--- config.mk ---
export PLATFORM = sky130hd
export DESIGN_NAME = mem_access_unit
export DESIGN_NICKNAME = d
export VERILOG_FILES = /design/src/rtl/mau_pkg.sv /design/src/rtl/mau_lane.sv /design/src/rtl/mem_access_unit.sv
export SDC_FILE = /design/constraint.sdc
export NUM_CORES = 1
export LEC_CHECK = 0
export ABC_AREA = 1
export ABC_CLOCK_PERIOD_IN_PS = 1400
export BUFFER_PORTS_ARGS = -buffer_cell sky130_fd_sc_hd__buf_2
export CORE_MARGIN = 4
export CORE_UTILIZATION = 41
export CTS_CLUSTER_DIAMETER = 200
export DETAILED_ROUTE_END_ITERATION = 7
export HOLD_SLACK_MARGIN = 0.08
export PLACE_DENSITY = 0.84
export SYNTH_ARGS = -nofsm -noshare
export SYNTH_HDL_FRONTEND = slang
export SYNTH_HIERARCHICAL = 1
export SYNTH_SLANG_ARGS = --single-unit
--- constraint.sdc ---
create_clock -name CLK -period 1.4 [get_ports CLK]
set_input_delay 0.14 -clock CLK [delete_from_list [all_inputs] [get_ports CLK]]
set_output_delay 0.14 -clock CLK [all_outputs]
set_load 0.01 [all_outputs]
--- src/rtl/mau_pkg.sv ---
// mau_pkg: shared encodings for the data-memory access unit.
// Holds the transfer-size codes, the FSM state encoding and the
// alignment helper used by the request checks.
package mau_pkg;

  typedef enum logic [1:0] {
    SZ_BYTE = 2'b00,
    SZ_HALF = 2'b01,
    SZ_WORD = 2'b10,
    SZ_RSVD = 2'b11
  } size_e;

  typedef enum logic [1:0] {
    IDLE = 2'b00,
    RD   = 2'b01,
    WR   = 2'b10,
    FIN  = 2'b11
  } state_e;

  // Half needs addr[0]==0, word needs addr[1:0]==0; bytes are always aligned.
  function automatic logic is_misaligned(input logic [1:0] size, input logic [1:0] lsb);
    logic mis;
    mis = 1'b0;
    case (size)
      SZ_HALF: mis = lsb[0];
      SZ_WORD: mis = (lsb != 2'b00);
      default: mis = 1'b0;
    endcase
    return mis;
  endfunction

endpackage

--- src/rtl/mau_lane.sv ---
// mau_lane: little-endian byte/half lane logic for the access unit.
// Merges store data into a word read from RAM and extracts/extends
// load data. Only present when MAU_SUBWORD_EN is defined; word-only
// builds carry no lane logic at all.
`ifdef MAU_SUBWORD_EN
module mau_lane
  import mau_pkg::*;
(
  input  logic [31:0] rd_word,
  input  logic [31:0] wdata,
  input  logic [1:0]  size,
  input  logic [1:0]  lane,
  input  logic        sext,
  output logic [31:0] st_word,
  output logic [31:0] ld_word
);

  logic [7:0]  byte_s;
  logic [15:0] half_s;

  // Select the addressed lane, then build the merged store word and the extended load word.
  always_comb begin
    byte_s  = rd_word[{lane, 3'b000} +: 8];
    if (lane[1]) begin
      half_s = rd_word[31:16];
    end else begin
      half_s = rd_word[15:0];
    end
    st_word = rd_word;
    ld_word = rd_word;
    case (size)
      SZ_BYTE: begin
        st_word[{lane, 3'b000} +: 8] = wdata[7:0];
        ld_word = {{24{sext & byte_s[7]}}, byte_s};
      end
      SZ_HALF: begin
        if (lane[1]) begin
          st_word[31:16] = wdata[15:0];
        end else begin
          st_word[15:0] = wdata[15:0];
        end
        ld_word = {{16{sext & half_s[15]}}, half_s};
      end
      SZ_WORD: begin
        st_word = wdata;
        ld_word = rd_word;
      end
      default: begin
        st_word = rd_word;
        ld_word = rd_word;
      end
    endcase
  end

endmodule
`endif

--- src/rtl/mem_access_unit.sv ---
// mem_access_unit: initiator side of the data-memory interface of the
// multicycle MIPS core. One load/store at a time; RAM strobes, address
// and write data are driven from registers. Requests are checked for
// reserved size, alignment and range before any RAM access.
// Build option MAU_SUBWORD_EN: when defined, byte/half loads (with
// sign/zero extension) and read-modify-write sub-word stores are
// supported; when undefined, byte/half requests complete with err.
module mem_access_unit
  import mau_pkg::*;
#(
  parameter int DataWidth = 32,
  parameter int AddrWidth = 32,
  parameter int DataDepth = 256
) (
  input  logic                 CLK,
  input  logic                 Reset,
  input  logic                 req,
  input  logic                 we,
  input  logic [1:0]           size,
  input  logic                 sext,
  input  logic [AddrWidth-1:0] addr,
  input  logic [DataWidth-1:0] wdata,
  output logic                 busy,
  output logic                 done,
  output logic                 err,
  output logic [DataWidth-1:0] rdata,
  output logic [AddrWidth-1:0] mem_Addr,
  output logic                 mem_R,
  output logic                 mem_W,
  output logic [DataWidth-1:0] mem_W_data,
  input  logic [DataWidth-1:0] mem_R_data
);

  localparam logic [AddrWidth-1:0] ADDR_LIMIT = AddrWidth'(DataDepth * 4);

  state_e               state_r;
  logic                 rsvd_s;
  logic                 misalign_s;
  logic                 range_s;
  logic                 chk_err_s;
  logic [AddrWidth-1:0] word_addr_s;

`ifdef MAU_SUBWORD_EN
  logic                 we_r;
  logic [1:0]           size_r;
  logic                 sext_r;
  logic [1:0]           lane_r;
  logic [DataWidth-1:0] wdata_r;
  logic [DataWidth-1:0] st_word_s;
  logic [DataWidth-1:0] ld_word_s;

  mau_lane u_lane (
    .rd_word (mem_R_data),
    .wdata   (wdata_r),
    .size    (size_r),
    .lane    (lane_r),
    .sext    (sext_r),
    .st_word (st_word_s),
    .ld_word (ld_word_s)
  );
`else
  // Sign-extension control has no consumer in a word-only build.
  logic sext_unused_s;
  assign sext_unused_s = sext;
`endif

  // Classify the incoming request: reserved size, misalignment, out-of-range.
  always_comb begin
`ifdef MAU_SUBWORD_EN
    rsvd_s = (size == SZ_RSVD);
`else
    rsvd_s = (size != SZ_WORD);
`endif
    misalign_s  = is_misaligned(size, addr[1:0]);
    range_s     = (addr >= ADDR_LIMIT);
    chk_err_s   = rsvd_s | misalign_s | range_s;
    word_addr_s = {addr[AddrWidth-1:2], 2'b00};
  end

  // Control FSM with registered RAM strobes, address, write data and results.
  always_ff @(posedge CLK) begin
    if (Reset) begin
      state_r    <= IDLE;
      busy       <= 1'b0;
      done       <= 1'b0;
      err        <= 1'b0;
      mem_R      <= 1'b0;
      mem_W      <= 1'b0;
      rdata      <= {DataWidth{1'b0}};
      mem_Addr   <= {AddrWidth{1'b0}};
      mem_W_data <= {DataWidth{1'b0}};
`ifdef MAU_SUBWORD_EN
      we_r       <= 1'b0;
      size_r     <= 2'b00;
      sext_r     <= 1'b0;
      lane_r     <= 2'b00;
      wdata_r    <= {DataWidth{1'b0}};
`endif
    end else begin
      case (state_r)
        IDLE: begin
          done  <= 1'b0;
          err   <= 1'b0;
          mem_R <= 1'b0;
          mem_W <= 1'b0;
          if (req) begin
            busy <= 1'b1;
`ifdef MAU_SUBWORD_EN
            we_r    <= we;
            size_r  <= size;
            sext_r  <= sext;
            lane_r  <= addr[1:0];
            wdata_r <= wdata;
`endif
            if (chk_err_s) begin
              // Rejected requests never touch the RAM.
              state_r <= FIN;
              done    <= 1'b1;
              err     <= 1'b1;
            end else if (we && (size == SZ_WORD)) begin
              state_r    <= WR;
              mem_W      <= 1'b1;
              mem_Addr   <= word_addr_s;
              mem_W_data <= wdata;
            end else begin
              // Loads and sub-word stores both start with a read.
              state_r  <= RD;
              mem_R    <= 1'b1;
              mem_Addr <= word_addr_s;
            end
          end else begin
            busy <= 1'b0;
          end
        end
        RD: begin
          mem_R <= 1'b0;
`ifdef MAU_SUBWORD_EN
          if (we_r) begin
            state_r    <= WR;
            mem_W      <= 1'b1;
            mem_W_data <= st_word_s;
          end else begin
            state_r <= FIN;
            done    <= 1'b1;
            rdata   <= ld_word_s;
          end
`else
          state_r <= FIN;
          done    <= 1'b1;
          rdata   <= mem_R_data;
`endif
        end
        WR: begin
          mem_W   <= 1'b0;
          state_r <= FIN;
          done    <= 1'b1;
        end
        FIN: begin
          state_r <= IDLE;
          busy    <= 1'b0;
          done    <= 1'b0;
          err     <= 1'b0;
        end
        default: begin
          state_r <= IDLE;
          busy    <= 1'b0;
          done    <= 1'b0;
          err     <= 1'b0;
          mem_R   <= 1'b0;
          mem_W   <= 1'b0;
        end
      endcase
    end
  end

endmodule

=== Word-level counts from Yosys, hierarchy flattened ===
Index checks and enable logic that the tools add are counted.

* Bits in registers: 101
* Input port bits: 103
* Output and inout port bits: 101
* Logic and storage cells: 48

* Order comparisons: 1
* Eq/ne operators: 7
* Muxes and demuxes: 19
* Bitwise operators: 3
* Reduce and logical (&&, ||, !) cells: 9

{| class="wikitable"
|+ Operators with widths
! kind !! count
|-
| $ge 32x11->1 const B || 1
|-
| $pmux 1 s2 || 5
|-
| $mux 1 || 9
|-
| $reduce_bool 2->1 || 4
|-
| $eq 2x2->1 const B || 3
|-
| $mux 2 || 3
|-
| $pmux 2 s3 || 1
|-
| $eq 2x1->1 const B || 2
|-
| $ne 2x2->1 const B || 2
|-
| $reduce_and 4->1 || 1
|-
| $pmux 1 s3 || 1
|-
| $reduce_and 3->1 || 1
|-
| $logic_not 2->1 || 1
|-
| $or 1x1->1 || 2
|-
| $reduce_or 2->1 || 1
|-
| $logic_and 1x1->1 || 1
|-
| $not 1->1 || 1
|}

=== Longest topological paths before layout ===
* Word-level depth: 7
* Depth in mapped cells: 12
* Mapped depth without buffers: 10

=== Worst setup path after synthesis ===
OpenSTA, ideal clock, no wires.

* Path kind: reg-to-reg
* Start: register state_r[0]
* End: register err
* Setup time: 0.064 ns
* Data arrival time: 1.372 ns
* Data required time: 1.336 ns
* Path slack: -0.036 ns
* Cell stages (with the launch flop): 6
* Buffers on the path: 0
* Period minus slack after synthesis: 1.436 ns
* Cell sequence: dfxtp_1 > inv_1 > ha_1 > or3_1 > o21a_1 > nor2_1

* Longest elaborated chain between the ends: 2
* Elaborated cells on any way between the ends: 4
* Those cells by class: 1 x eq/ne; 1 x mux; 2 x reduce/logical

{| class="wikitable"
|+ RTL lines
! item !! RTL line !! text
|-
| start: declaration || mem_access_unit.sv:36 || <nowiki>state_e state_r;</nowiki>
|-
| start signal: assignment || mem_access_unit.sv:83 || <nowiki>state_r <= IDLE;</nowiki>
|-
| start signal: assignment || mem_access_unit.sv:117 || <nowiki>state_r <= FIN;</nowiki>
|-
| start signal: assignment || mem_access_unit.sv:121 || <nowiki>state_r <= WR;</nowiki>
|-
| $eq 2x2->1 or $logic_not 2->1 (tied branches) || mem_access_unit.sv:100 || <nowiki>case (state_r)</nowiki>
|-
| $pmux 1 s2 or $reduce_bool 2->1 (tied branches) || n/a ||
|-
| end signal: assignment || mem_access_unit.sv:86 || <nowiki>err <= 1'b0;</nowiki>
|-
| end signal: assignment || mem_access_unit.sv:103 || <nowiki>err <= 1'b0;</nowiki>
|-
| end signal: assignment || mem_access_unit.sv:119 || <nowiki>err <= 1'b1;</nowiki>
|-
| end: declaration || mem_access_unit.sv:25 || <nowiki>output logic err,</nowiki>
|}

Several ways; a longest one is shown, not always the timed one.
A chain may end at the register's enable or synchronous reset.

=== Final worst setup path ===
* Start: register state_r[1]
* End: register mem_W_data[1]

* Longest elaborated chain between the ends: 2

{| class="wikitable"
|+ RTL lines
! item !! RTL line !! text
|-
| $logic_not 2->1 || mem_access_unit.sv:100 ||
|-
| $reduce_and 4->1 (no line) || n/a ||
|-
| end signal: assignment || mem_access_unit.sv:91 || <nowiki>mem_W_data <= {DataWidth{1'b0}};</nowiki>
|-
| end signal: assignment || mem_access_unit.sv:124 || <nowiki>mem_W_data <= wdata;</nowiki>
|-
| end: declaration || mem_access_unit.sv:30 || <nowiki>output logic [DataWidth-1:0] mem_W_data,</nowiki>
|}

Every way passes these cells.

==> results.cfg <==
[finish]
instances_no_fill = 964
drive_above_1_share_pct = 34.25
area_delta_synth_final_pct = 64.33
antenna_cells = 0
layout.nets = 939

[floorplanning]
die_height_um = 105.5
io_pins = 204
die_w_um = 105.5
num_rows = 35
die_area_um2 = 11120
coreArea_um2 = 9240
start_util_pct = 42.14

[clock_network]
cts.path.max_buffers = 2
clk_pin_slew_ps = 110
cts.sinks = 101
htree_levels = 3
cts_root_buffer = clkbuf_8
cts_tree = built
numCtsBuffers = 9
clkLatencyLatePin_ps = 350

[placed_design]
gp_congestion = 0.8196
dp_hpwl_um = 7165
dp.cells = 863
portBuffers = 200
dp_worst_setup_slack_ps = -122.7

[route]
drt-pass1-iter-count = 4
route.met2.wl_um = 6846
highest_layer = met4
met3_wirelength_um = 1008
drt_iter0_drc = 151
via_per_inst = 4.598
antenna_left = 0
wl_um = 13190
route.detailed.drc = 0
wl_met1_um = 4960
wl_per_cell_um = 13.69
routed-via-count = 4432

[setup_path]
regToRegSetupSlack_ps = -30
crit_slowest_cell = dfxtp_2
crit_end = mem_W_data[1]
worst-r2r-cell-count = 8
crit_chain = inv_4 -> ha_4 -> nand2_4 -> inv_4 -> nand3_4 -> clkbuf_16 -> nor2_1 -> nor2_1
endpoint_kind = flop
start_kind = flop
timing.rr.start = state_r[1]
crit_start = state_r[1]
crit_cells = 8
cp_max_fo = 6
arrival_ps = 1670
critPathMaxStageDelay_ps = 350
crit_buf_inv = 3
critPathTopFamily = simple AND/OR/NAND/NOR gates
required_ps = 1640
r2r_end = mem_W_data[1]
critPathKind = flop to flop

[yosys]
ys_types = 22
syn_avg_cell_area_um2 = 7.131
yosys_warnings = 6
synthCells = 546
ys_seq_area_share_pct = 51.93
synth-seq-cells = 101
syn-cell-area_um2 = 3894

[pwr]
power_mw = 8.041
p_leak_nw = 3.598
power.density_nw_per_um2 = 1257
ir_worst_vdd_uv = 1428

[grt]
grt_remaining_overflow = 0
grt_antenna_before_repair = 0
grt_max_degree = 57
grt_use_total_pct = 21.17
grt_first_pass_wirelength_um = 19410
first_global_vias = 4293

[sta]
setup_viol = 6
hold_violations = 0
skew_ps = 10.59
slew_viol_final = 0
max_freq_mhz = 698.6
finalCriticalPeriod_ps = 1432
rsz0062_at_grt = true
worst_slack_ps = -31.51
period_share_pct = 102.3
timing.hold.ws_ps = 171.8

[status]
status = finished, violations left
violations = setup timing

[job]
maxCapViolations = 0

[hold_path]
hp-class = primary input to flop
[how the worst min path moves through the flow]
| stage | slack [ps] | cells after the start | startpoint | endpoint |
|---|---|---|---|---|
| 2_1_floorplan | 210 | 1 | Reset | busy |
| 3_3_place_gp | 360 | 3 | mem_R_data[3] | rdata[3] |
| 3_5_place_dp | 370 | 3 | mem_R_data[20] | rdata[20] |
| 4_1_cts | 130 | 4 | we | mem_R |
| 5_1_grt | 180 | 4 | we | mem_R |
| 6_report | 170 | 4 | we | mem_R |
[metal layers]
layer  global-route usage, %  vias up
met1                   23.04     1994
li1                        -     2186
met2                   38.07      219
met5                       0        -
met3                   5.634       33
met4                   9.747        0
[stage by stage]
step                      setup TNS [ps]  instance area, um2  utilization, %
after CTS                              0                6037           65.34
after floorplan                        0                3913               -
after global routing               -1772                6399           69.25
after detailed placement           -2274                5086           55.04
final                             -84.52                6399           69.25
after global placement            -717.8                5086           55.04
[cell families (layout without fill, tap and decap cells)]
logic type | count (synthesis) | after routing | share of synthesized area, %
AND/OR/NAND/NOR | 285 | 286 | 28.70
buffers and inverters | 109 | 396 | 11.47
flip-flops | 101 | 101 | 51.93
AO/OA/AOI/OAI | 44 | 44 | 5.880
adder cells (fa/ha/maj) | 6 | 6 | 1.928
other | 1 | 2 | 0.09631
[timing repair]
item / in CTS / in global routing
pin swaps: 0 / 15
gates cloned: 0 / 8
hold endpoints to repair: 75 / 0
setup endpoints to repair: 12 / 44
setup buffers: 0 / 3
hold buffers: 74 / 0
gates resized for setup: 3 / 59
[sequential cells by signal (all words and copies together), names as in the netlist]
name        count
err             1
done            1
state_r         2
mem_W           1
rdata          32
mem_W_data     32
busy            1
mem_Addr       30
mem_R           1
[layout by cell type, fill, tap and decap left out, types with 12 or more instances in the layout]
master	count
buf_2	200
nor2_1	149
dfxtp_1	99
nand2_1	80
inv_1	76
dlygate4sd3_1	74
o21ai_0	26
nand3_1	23
nand2_2	12
buf_4	12
[where the power goes]
group | switching (mW) | internal (mW)
combinational | 1.42 | 1.18
sequential | 0.231 | 3.30
clock | 1.04 | 0.859
[layout make-up]
| cell class | instances | area [um2] |
|---|---|---|
| inverter | 80 | 305.3 |
| clock inverter | 7 | 82.58 |
| multi-input combinational | 338 | 1599 |
| sequential | 101 | 2024 |
| clock buffer | 9 | 123.9 |
| fill | 680 | 2841 |
| tap | 129 | 161.4 |
| timing repair buffer | 300 | 2102 |
[cells in the mapped netlist]
cell         n  area, um2
clkinv_1     1      3.750
buf_6        3      33.78
inv_1       79      296.5
conb_1       1      3.750
nand3_2      1      10.01
nand3_1     23      115.1
or2_2        1      6.260
clkbuf_1    13      48.80
ha_1         6      75.07
nand2_1     99      371.6
buf_2        6      30.03
o21bai_1     1      7.510
buf_4        2      15.01
or3_1        1      6.260
dfxtp_1    101       2022
buf_1        5      18.77
o2111ai_1    1      8.760
nor2_4       1      11.26
o21ai_0     34      170.2
a21oi_1      7      35.03
o21a_1       1      7.510
nor2_1     159      596.8
[worst min-delay path: cells and delay by family]
family,cells,cell delay [ps]
simple gates,2,200
compound gates,1,60
buf+inv,1,80
Power figures use the tool's default switching activity.
